**src/rtl/cfi_event_queue.sv**
```systemverilog
// CFI event queue: classifies committed calls/returns and buffers them
// in order for the CFI checker, with commit back-pressure and sticky overflow.

package cfi_pkg;

    localparam int unsigned VLEN = 32;

    typedef enum logic [3:0] {
        FU_NONE,
        LOAD,
        STORE,
        ALU,
        CTRL_FLOW,
        MULT,
        CSR
    } fu_t;

    typedef enum logic [7:0] {
        ADD,
        SUB,
        ANDL,
        ORL,
        XORL,
        JAL,
        JALR,
        BEQ,
        BNE
    } fu_op_t;

    typedef struct packed {
        logic [VLEN-1:0] pc;
        fu_t             fu;
        fu_op_t          op;
        logic [4:0]      rs1;
        logic [4:0]      rd;
        logic            is_compressed;
    } scoreboard_entry_t;

    typedef enum logic [1:0] {
        EVT_NONE = 2'b00,
        EVT_CALL = 2'b01,
        EVT_RET  = 2'b10
    } evt_kind_t;

    typedef struct packed {
        evt_kind_t       kind;
        logic [VLEN-1:0] pc;
        logic [VLEN-1:0] addr;
    } cfi_evt_t;

endpackage

module cfi_event_queue
    import cfi_pkg::*;
#(
    parameter int unsigned NR_COMMIT_PORTS = 2,
    parameter int unsigned DEPTH           = 8
) (
    input  logic                                      clk_i,
    input  logic                                      rst_ni,
    input  scoreboard_entry_t [NR_COMMIT_PORTS-1:0]   commit_sbe_i,
    input  logic [NR_COMMIT_PORTS-1:0]                commit_ack_i,
    input  logic [NR_COMMIT_PORTS-1:0][VLEN-1:0]      commit_target_i,
    output logic                                      cfi_wait_o,
    output logic                                      evt_valid_o,
    input  logic                                      evt_ready_i,
    output logic [1:0]                                evt_kind_o,
    output logic [VLEN-1:0]                           evt_pc_o,
    output logic [VLEN-1:0]                           evt_addr_o,
    output logic                                      overflow_o
);

    localparam int unsigned PW = $clog2(DEPTH);
    localparam int unsigned CW = $clog2(DEPTH + 1);
    localparam logic [CW-1:0] DEPTH_C = CW'(DEPTH);
    localparam logic [CW-1:0] PORTS_C = CW'(NR_COMMIT_PORTS);

    logic [PW-1:0] wr_ptr_q;
    logic [PW-1:0] rd_ptr_q;
    logic [CW-1:0] count_q;
    logic          overflow_q;

    cfi_evt_t      mem_q [DEPTH];

    cfi_evt_t      port_evt [NR_COMMIT_PORTS];
    logic          port_hit [NR_COMMIT_PORTS];
    logic          wr_en    [NR_COMMIT_PORTS];
    logic [PW-1:0] wr_slot  [NR_COMMIT_PORTS];

    logic [CW-1:0] free_slots;
    logic [CW-1:0] push_cnt;
    logic          drop;
    logic          pop;
    cfi_evt_t      head;

    // Per-port call/return classification
    always_comb begin
        for (int i = 0; i < NR_COMMIT_PORTS; i++) begin
            logic ctrl;
            logic link_rd;
            logic link_rs1;
            logic is_call;
            logic is_ret;
            logic [VLEN-1:0] step;

            ctrl     = commit_ack_i[i] &&
                       (commit_sbe_i[i].fu == CTRL_FLOW);
            link_rd  = (commit_sbe_i[i].rd == 5'd1) ||
                       (commit_sbe_i[i].rd == 5'd5);
            link_rs1 = (commit_sbe_i[i].rs1 == 5'd1) ||
                       (commit_sbe_i[i].rs1 == 5'd5);
            is_call  = ctrl && link_rd &&
                       ((commit_sbe_i[i].op == JAL) ||
                        (commit_sbe_i[i].op == JALR));
            is_ret   = ctrl && !is_call && link_rs1 &&
                       (commit_sbe_i[i].op == JALR) &&
                       (commit_sbe_i[i].rd == 5'd0);
            step     = commit_sbe_i[i].is_compressed ?
                       VLEN'(2) : VLEN'(4);

            port_hit[i]      = is_call || is_ret;
            port_evt[i].pc   = commit_sbe_i[i].pc;
            port_evt[i].kind = EVT_NONE;
            port_evt[i].addr = commit_target_i[i];
            if (is_call) begin
                port_evt[i].kind = EVT_CALL;
                port_evt[i].addr = commit_sbe_i[i].pc + step;
            end else if (is_ret) begin
                port_evt[i].kind = EVT_RET;
            end
        end
    end

    assign free_slots = DEPTH_C - count_q;

    // Lower ports claim free slots first; the remainder is dropped
    always_comb begin
        logic [CW-1:0] n;
        n    = '0;
        drop = 1'b0;
        for (int i = 0; i < NR_COMMIT_PORTS; i++) begin
            wr_en[i]   = 1'b0;
            wr_slot[i] = wr_ptr_q + PW'(n);
            if (port_hit[i]) begin
                if (n < free_slots) begin
                    wr_en[i] = 1'b1;
                    n        = n + CW'(1);
                end else begin
                    drop = 1'b1;
                end
            end
        end
        push_cnt = n;
    end

    assign evt_valid_o = (count_q != '0);
    assign pop         = evt_valid_o && evt_ready_i;
    assign head        = mem_q[rd_ptr_q];
    assign cfi_wait_o  = free_slots < PORTS_C;
    assign overflow_o  = overflow_q;

    always_comb begin
        evt_kind_o = 2'b00;
        evt_pc_o   = '0;
        evt_addr_o = '0;
        if (evt_valid_o) begin
            evt_kind_o = head.kind;
            evt_pc_o   = head.pc;
            evt_addr_o = head.addr;
        end
    end

    always_ff @(posedge clk_i or negedge rst_ni) begin
        if (!rst_ni) begin
            wr_ptr_q   <= '0;
            rd_ptr_q   <= '0;
            count_q    <= '0;
            overflow_q <= 1'b0;
        end else begin
            wr_ptr_q   <= wr_ptr_q + PW'(push_cnt);
            rd_ptr_q   <= rd_ptr_q + PW'(pop);
            count_q    <= count_q + push_cnt - CW'(pop);
            overflow_q <= overflow_q | drop;
        end
    end

    // Payload storage carries no reset; validity comes from count_q
    always_ff @(posedge clk_i) begin
        for (int i = 0; i < NR_COMMIT_PORTS; i++) begin
            if (wr_en[i]) begin
                mem_q[wr_slot[i]] <= port_evt[i];
            end
        end
    end

endmodule

```
**config.mk**
```make
export PLATFORM = sky130hd
export DESIGN_NAME = cfi_event_queue
export DESIGN_NICKNAME = d
export VERILOG_FILES = /design/src/rtl/cfi_event_queue.sv
export SDC_FILE = /design/constraint.sdc
export NUM_CORES = 1
export LEC_CHECK = 0
export CORE_UTILIZATION = 40
export CTS_CLUSTER_SIZE = 20
export DETAILED_ROUTE_END_ITERATION = 8
export SYNTH_ARGS = -nofsm -noshare
export SYNTH_HDL_FRONTEND = slang
export SYNTH_SLANG_ARGS = --single-unit
```
**constraint.sdc**
```tcl
create_clock -name clk_i -period 4.9 [get_ports clk_i]
set_input_delay 0.98 -clock clk_i [delete_from_list [all_inputs] [get_ports clk_i]]
set_output_delay 0.98 -clock clk_i [all_outputs]
set_load 0.05 [all_outputs]
```
[Word level (Yosys, flattened, before mapping)]
Memory sizes are Yosys's and may differ from the RTL's.
Cells that the tools add are included.
Cells by class
  add/subtract/negate cells: 9
  order comparisons: 3
  eq/ne operators: 14
  mux-type cells: 27
  bitwise operators: 1
  reductions and logical operators: 28
Operators with widths (count)
  $mux W32: 4
  $add A32 B3 Y32: 2
  $eq A8 B3 Y1 const B: 4
  $eq A5 B1 Y1 const B: 4
  $eq A5 B3 Y1 const B: 4
  $logic_and A1 B1 Y1: 15
  $mux W1: 14
  $logic_not A5 Y1: 2
  $mux W2: 5
  $eq A4 B3 Y1 const B: 2
  $logic_or A1 B1 Y1: 8
  $mux W4: 2
  $add A3 B3 Y3: 2
  $mux W3: 2
  $add A4 B1 Y4 const B: 1
  $add A4 B4 Y4: 1
  $lt A1 B4 Y1 const A: 1
  $lt A4 B2 Y1 const B: 1
  $lt A4 B4 Y1: 1
  $reduce_bool A4 Y1: 1
  $sub A4 B1 Y4: 1
  $sub A4 B4 Y4 const A: 1
  $add A3 B1 Y3: 1
  $logic_not A1 Y1: 2
  $or A1 B1 Y1: 1
Storage, ports and cells
  bits in registers: 11
  bits in writable memories: 528
  word-level logic and storage cells: 87
  memories kept: 1
Memory list
  mem_q: words 8, bits a word 66, read ports 1, clocked after Yosys merged registers in 0, write ports 2, line 83  | cfi_evt_t mem_q [DEPTH];

[Depth between registers and ports, before layout]
Gate-level depths: netlist (run 1).
  depth in word-level cells: 16
  depth in mapped cells: 17

[Least setup slack after synthesis (run 1)]
No wires, ideal clock.
  path kind: input port to flip-flop
  start: in commit_sbe_i[5] in the netlist's numbering
  end: mem mem_q[5][0] in the netlist's numbering (enable)
  data arrival time: 4797 ps
  data required time: 4472 ps
  slack: -325 ps
  stages on the path: 11
  path buffers: 2
  cell sequence: nor4b_1 > nand4_1 > nor2_1 > and2_1 > clkbuf_1 > ha_1 > ha_1 > xnor2_1 > clkbuf_1 > nor4_1 > a41o_1
RTL lines
  from (decl): line 61  | input scoreboard_entry_t [NR_COMMIT_PORTS-1:0] commit_sbe_i,
  to (decl): line 83

[Final worst setup path (run 1)]
  start: reg rd_ptr_q[0]
  end: out evt_pc_o[3]
Between the ends
  cells in the longest elaborated chain, start to end: 2
RTL lines
  from (decl): line 79  | logic [PW-1:0] rd_ptr_q;
  from (signal assigned): line 181  | rd_ptr_q <= rd_ptr_q + PW'(pop);
  $mem_v2 Z8 W66
  $mux W32: line 166  | if (evt_valid_o) begin
  to (decl): line 68  | output logic [VLEN-1:0] evt_pc_o,
No other way between the ends.

==> flow_summary.yaml, run 1 <==
clocking:
  cts_buffers: 55
  cts_tree: "yes"
  cts_buffer_depth: 3
  post-cts-setup-buffers: 0
  root_buffer: "clkbuf_16"
  path_clk_slew_ps: 60
  cts_resized: 0
  clk_latency_ps: 640
  holdBufCountCts: 0
  htree_num_levels: 2
  cts_sinks: 539
global_routing:
  grt_max_degree: 90
  grt_pass1_vias: 22100
  grt_pass1_wl_um: 148600
  grt_remaining_overflow: 0
  antenna_found_initial: 5
  grt_usage_pct: 27.52
detailed_routing:
  detail-route-antenna-nets: 0
  drtPass1Iterations: 8
  wl_per_cell_um: 26.59
  wl_um: 103100
  viasPerCell: 5.871
  drtIter0Drc: 2841
  drcViolationCount: 4
  via_count: 22760
worst_setup_path:
  crit_path_end_kind: "output pin"
  cp.required_ps: 3920
  worstSetupStartpointType: "flop"
  cp.arrival_ps: 3520
  cp_max_fo: 25
  crit_type: "reg -> out"
timing:
  setup_ws_ps: 395.2
  rsz0062_at_grt: "no"
  hold_slack_ps: 501.0
  clock_skew_ps: 17.37
  final-setup-viol-count: 0
  hold_viol_final: 0
  period_minus_slack_ps: 4505
  period_share_pct: 91.93
  worstMarginPinSlew_ps: 993.5
  finalSetupTns_ps: 0
  drv_slew: 0
  slew_headroom_pct: 33.76
  fmax_ghz: 0.2220
outcome:
  status: "finished with violations"
  violations: "design-rule violations"
finish:
  fillCellCount: 6487
  final_common_cell: "nand2_1"
  layout_common_cells: "nand2_1, edfxtp_1, o21ai_0"
  fin_nets: 3073
  register_area_mm2: 0.01614
  area_delta_synth_final_pct: 19.54
  multi_input_area_mm2: 0.01218
  drive_gt1_share_pct: 12.72
power:
  irDropWorstVdd_v: 0.0005267
  p_leak_nw: 13.17
  p_per_area_mw_per_mm2: 448.5
logic_synthesis:
  avgSynthCellArea_um2: 10.94
  synth-seq-cells: 539
  synth_cell_types: 61
  synth_warnings: 0
  ys_seq_area_share_pct: 54.83
  synthCells: 2690
  synthArstFlopShare_pct: 2.041
  synth_flop_cell: "edfxtp_1"
  netlist_area_mm2: 0.02942
  synth_nets: 2891
  synth_edf_count: 528
placement:
  dpl.hpwl_um: 65230
  io_buffers: 245
  place.gp.congestion: 0.8847
  pre_cts_ws_ps: 135.5
floorplan:
  dieArea_mm2: 0.07463
  die_h_um: 273.2
  placementRows: 99
  start_util_pct: 40.39
  fp.dieW_um: 273.2
  coreArea_mm2: 0.07283
  ios: 248
min_path:
  min_path_type: "reg -> reg"
job:
  maxCapViolCount: 0
-- registers in the layout, summed over array words and instances, names as in the netlist --
register,flops
rd_ptr_q,3
wr_ptr_q,3
count_q,4
mem_q,528
overflow_o,1
-- cell families (layout without fill, tap and decap cells) --
| kind of cell | Yosys count | in the layout | synth area share (%) |
|---|---|---|---|
| and+or+nand+nor | 1137 | 1137 | 15.78 |
| DFF | 539 | 539 | 54.83 |
| other | 0 | 1 | 0 |
| xor gates and xnor gates | 50 | 50 | 1.489 |
| muxes | 256 | 256 | 14.38 |
| adders and majority gates | 22 | 22 | 1.038 |
| AOI/OAI and AO/OA | 414 | 414 | 8.192 |
| buffers and inverters | 272 | 498 | 4.292 |
-- cells in the mapped netlist, types with 5 or more instances --
cell	count	area [um^2]
xnor2_1	21	183.9
mux2i_1	114	1141
clkinv_1	5	18.77
nor3_1	13	65.06
a21o_1	5	37.54
a31oi_1	13	81.33
inv_1	26	97.59
or4_1	13	97.59
and4_1	6	52.55
and2_1	6	37.54
or2_2	5	31.28
xor2_1	29	254.0
buf_1	27	101.4
nand3_1	24	120.1
clkbuf_1	129	484.2
nor2b_1	5	31.28
buf_2	56	280.3
a21oi_1	63	315.3
dfrtp_1	11	275.3
a2111oi_4	5	137.6
and3_1	7	43.79
nand2_1	893	3352
o22ai_1	8	50.05
nor4b_1	6	52.55
nor4_1	20	125.1
buf_4	11	82.58
mux2_2	6	67.56
o31ai_1	13	97.59
ha_1	18	225.2
mux4_2	132	2973
buf_6	17	191.4
or3_1	6	37.54
o21ai_0	279	1396
nand4_1	15	93.84
nor2_1	108	405.4
edfxtp_1	528	15860
-- critical path: stages, from the launching register on --
cell             delay [ps]
dfrtp_4                 630
buf_12                  300
buf_4                   340
mux4_2                  560
mux2i_1                 250
nor2_1                   70
clkdlybuf4s50_1         710
-- final timing paths --
| check | slack (ps) | cells after the start | startpoint | end |
|---|---|---|---|---|
| max | 400 | 6 | rd_ptr_q[0] | evt_pc_o[3] |
| min | 500 | 2 | overflow_o | overflow_o |
| max reg2reg | 950 | 14 | count_q[0] | mem_q[0][27] |
| min reg2reg | 500 | 2 | overflow_o | overflow_o |
| max in group asynchronous | 3710 | 1 | rst_ni | rd_ptr_q[2] |
| min in group asynchronous | 740 | 1 | rst_ni | wr_ptr_q[1] |
-- per-layer routing --
| layer | GRT usage [%] | wire [um] | vias up |
|---|---|---|---|
| met1 | 36.49 | 38910 | 11130 |
| met4 | 11.81 | 4539 | 6 |
| met2 | 44.05 | 47990 | 1397 |
| li1 | - | - | 9996 |
| met3 | 5.272 | 11610 | 230 |
| met5 | 0 | 30 | - |
-- final cells by class --
type                    instances  area share, %
flip-flops and latches        539          45.90
multi-input cells            1879          34.63
repair buffers                365          10.85
clock buffers                  71          4.145
well taps                     959          3.412
clock inverters                30         0.7009
inverters                      32         0.3487
diodes                          1       0.007116
-- through the flow --
step                cells  area, um^2  util [%]  power [W]
floorplan            2690       29420         -   0.009572
global placement     3774       33460     45.94    0.01177
detailed placement   3774       33460     45.94    0.01181
CTS                  3875       35160     48.28    0.01588
global route         3875       35160     48.28    0.01632
finish               3876       35170     48.28    0.01577
-- report_power, final --
group          total, W  internal [W]  switching, W  leakage (nW)
Combinational   0.00636       0.00246       0.00390          7.47
Clock           0.00411       0.00230       0.00181         0.834
Sequential      0.00530       0.00509      0.000207          4.86
Total            0.0158       0.00985       0.00592          13.2
Note: power is estimated with default switching activity, not from simulation.
==> run 2, diff against run 1 <==
--- a/config.mk
+++ b/config.mk
@@ -6,7 +6,8 @@
 export NUM_CORES = 1
 export LEC_CHECK = 0
-export CORE_UTILIZATION = 40
+export CORE_UTILIZATION = 50
 export CTS_CLUSTER_SIZE = 20
 export DETAILED_ROUTE_END_ITERATION = 8
+export PLACE_DENSITY = 0.79
 export SYNTH_ARGS = -nofsm -noshare
 export SYNTH_HDL_FRONTEND = slang
==> constraint.sdc (replaced) <==
create_clock -name clk_i -period 4.9 [get_ports clk_i]
set_input_delay 0.735 -clock clk_i [delete_from_list [all_inputs] [get_ports clk_i]]
set_output_delay 0.735 -clock clk_i [all_outputs]
set_load 0.05 [all_outputs]
==> run 2 against run 1 <==
- the run now ends clean
- critical path depth decreased by 1
- final cell count down 5.5%
- clock power is 4% lower
- combinational power fell by 2%
- critical path type unchanged
- hold slack worse by 26 ps
- register-to-register slack improved by 80 ps
- design area is 1.4% lower
- global-route usage grew 4.7 points
==> flow_summary.yaml, run 2 (synthesis gave the netlist of run 1 again) <==
outcome:
  status: "finished, final reports clean"
detailed_routing:
  wl_per_cell_um: 26.41
  drtPass1Iterations: 8
  viasPerCell: 6.405
  drtIter0Drc: 3338
  wl_um: 96740
  via_count: 23460
  drcViolationCount: 0
  detail-route-antenna-nets: 0
clocking:
  root_buffer: "clkbuf_16"
  clk_latency_ps: 610
  holdBufCountCts: 0
  cts_tree: "yes"
  cts_sinks: 539
  htree_num_levels: 2
  post-cts-setup-buffers: 0
  cts_resized: 0
  path_clk_slew_ps: 60
  cts_buffer_depth: 3
  cts_buffers: 52
worst_setup_path:
  r2r_end: "mem_q[0][20]"
  cp.required_ps: 4160
  crit_path_end_kind: "output pin"
  cp_max_fo: 34
  r2r_start: "count_q[0]"
  cp.arrival_ps: 3600
  rrSetupSlack_ps: 1030
  crit_type: "reg -> out"
  worstSetupStartpointType: "flop"
  startpoint: "rd_ptr_q[0]"
  reg2reg_depth: 14
power:
  p_per_area_mw_per_mm2: 447.3
  p_leak_nw: 13.02
  irDropWorstVdd_v: 0.0003883
  power_w: 0.01551
finish:
  largest_reg_flops: 528
  area_delta_synth_final_pct: 17.89
  final_common_cell: "nand2_1"
  fin_nets: 3054
  multi_input_area_mm2: 0.01218
  drive_gt1_share_pct: 12.10
  register_area_mm2: 0.01614
  fillCellCount: 4450
  layout_common_cells: "nand2_1, edfxtp_1, o21ai_0"
  stdcell_count: 3663
global_routing:
  grt_usage_pct: 32.21
  grt_remaining_overflow: 0
  grt_max_degree: 90
  grt_pass1_wl_um: 141800
  grt_pass1_vias: 23240
  antenna_found_initial: 8
floorplan:
  die_h_um: 244.6
  fp.dieW_um: 244.6
  dieArea_mm2: 0.05981
  placementRows: 88
  ios: 248
  start_util_pct: 50.79
  coreArea_mm2: 0.05792
placement:
  place.gp.congestion: 0.9796
  io_buffers: 245
  dpl.hpwl_um: 61960
  place_inst: 3564
timing:
  hold_viol_final: 0
  finalSetupTns_ps: 0
  final-setup-viol-count: 0
  rsz0062_at_grt: "no"
  worstMarginPinSlew_ps: 1242
  period_share_pct: 88.53
  drv_slew: 0
  clock_skew_ps: 9.582
  period_minus_slack_ps: 4338
  fmax_ghz: 0.2305
  slew_headroom_pct: 17.20
job:
  maxCapViolCount: 0
min_path:
  min_path_type: "in -> async"
## run 2: critical path, stage by stage, from the launching register on
cell	delay, ps
dfrtp_4	840
buf_12	350
mux4_2	540
mux2i_1	300
nor2_1	160
clkdlybuf4s50_1	750
## run 2: layer usage
| metal | part of all wire, % | wire length (um) | up-vias | GRT usage (%) |
|---|---|---|---|---|
| met5 | 0.034 | 33 | - | 0 |
| met4 | 6.3 | 6139 | 6 | 20.29 |
| met3 | 15 | 14500 | 334 | 8.033 |
| met2 | 46 | 44930 | 1941 | 51.25 |
| met1 | 32 | 31150 | 11210 | 39.40 |
| li1 | - | - | 9970 | - |
## run 2: cell type report
type	count	area share, %
Sequential cell	539	46.55
Multi-Input combinational cell	1879	35.11
Timing Repair Buffer	349	10.59
Clock buffer	68	3.987
Tap cell	765	2.760
Clock inverter	26	0.6170
Inverter	32	0.3536
Antenna cell	5	0.03608
## run 2: worst max path at each step
stage / to / slack, ps / depth (start not counted)
finish: evt_pc_o[0] / 560 / 5
global route: evt_addr_o[26] / 500 / 5
CTS: evt_pc_o[0] / 540 / 5
detailed placement: mem_q[5][44] / 450 / 13
global placement: mem_q[4][24] / 560 / 12
floorplan: mem_q[3][0] / 130 / 10
## run 2: through the flow
step	cell area [um^2]	hold slack (ps)	util [%]	worst slack (ps)
3_3_place_gp	33070	471.0	57.10	562.6
4_1_cts	34670	469.1	59.86	542.6
3_5_place_dp	33070	478.6	57.10	450.6
5_1_grt	34680	515.3	59.87	500.3
6_report	34680	474.6	59.88	562.0
2_1_floorplan	29420	439.4	-	132.0
## run 2: report_power, final
group,switching (W),internal [W]
Combinational,0.00381,0.00242
Sequential,0.000269,0.00509
Clock,0.00174,0.00219
Total,0.00582,0.00970
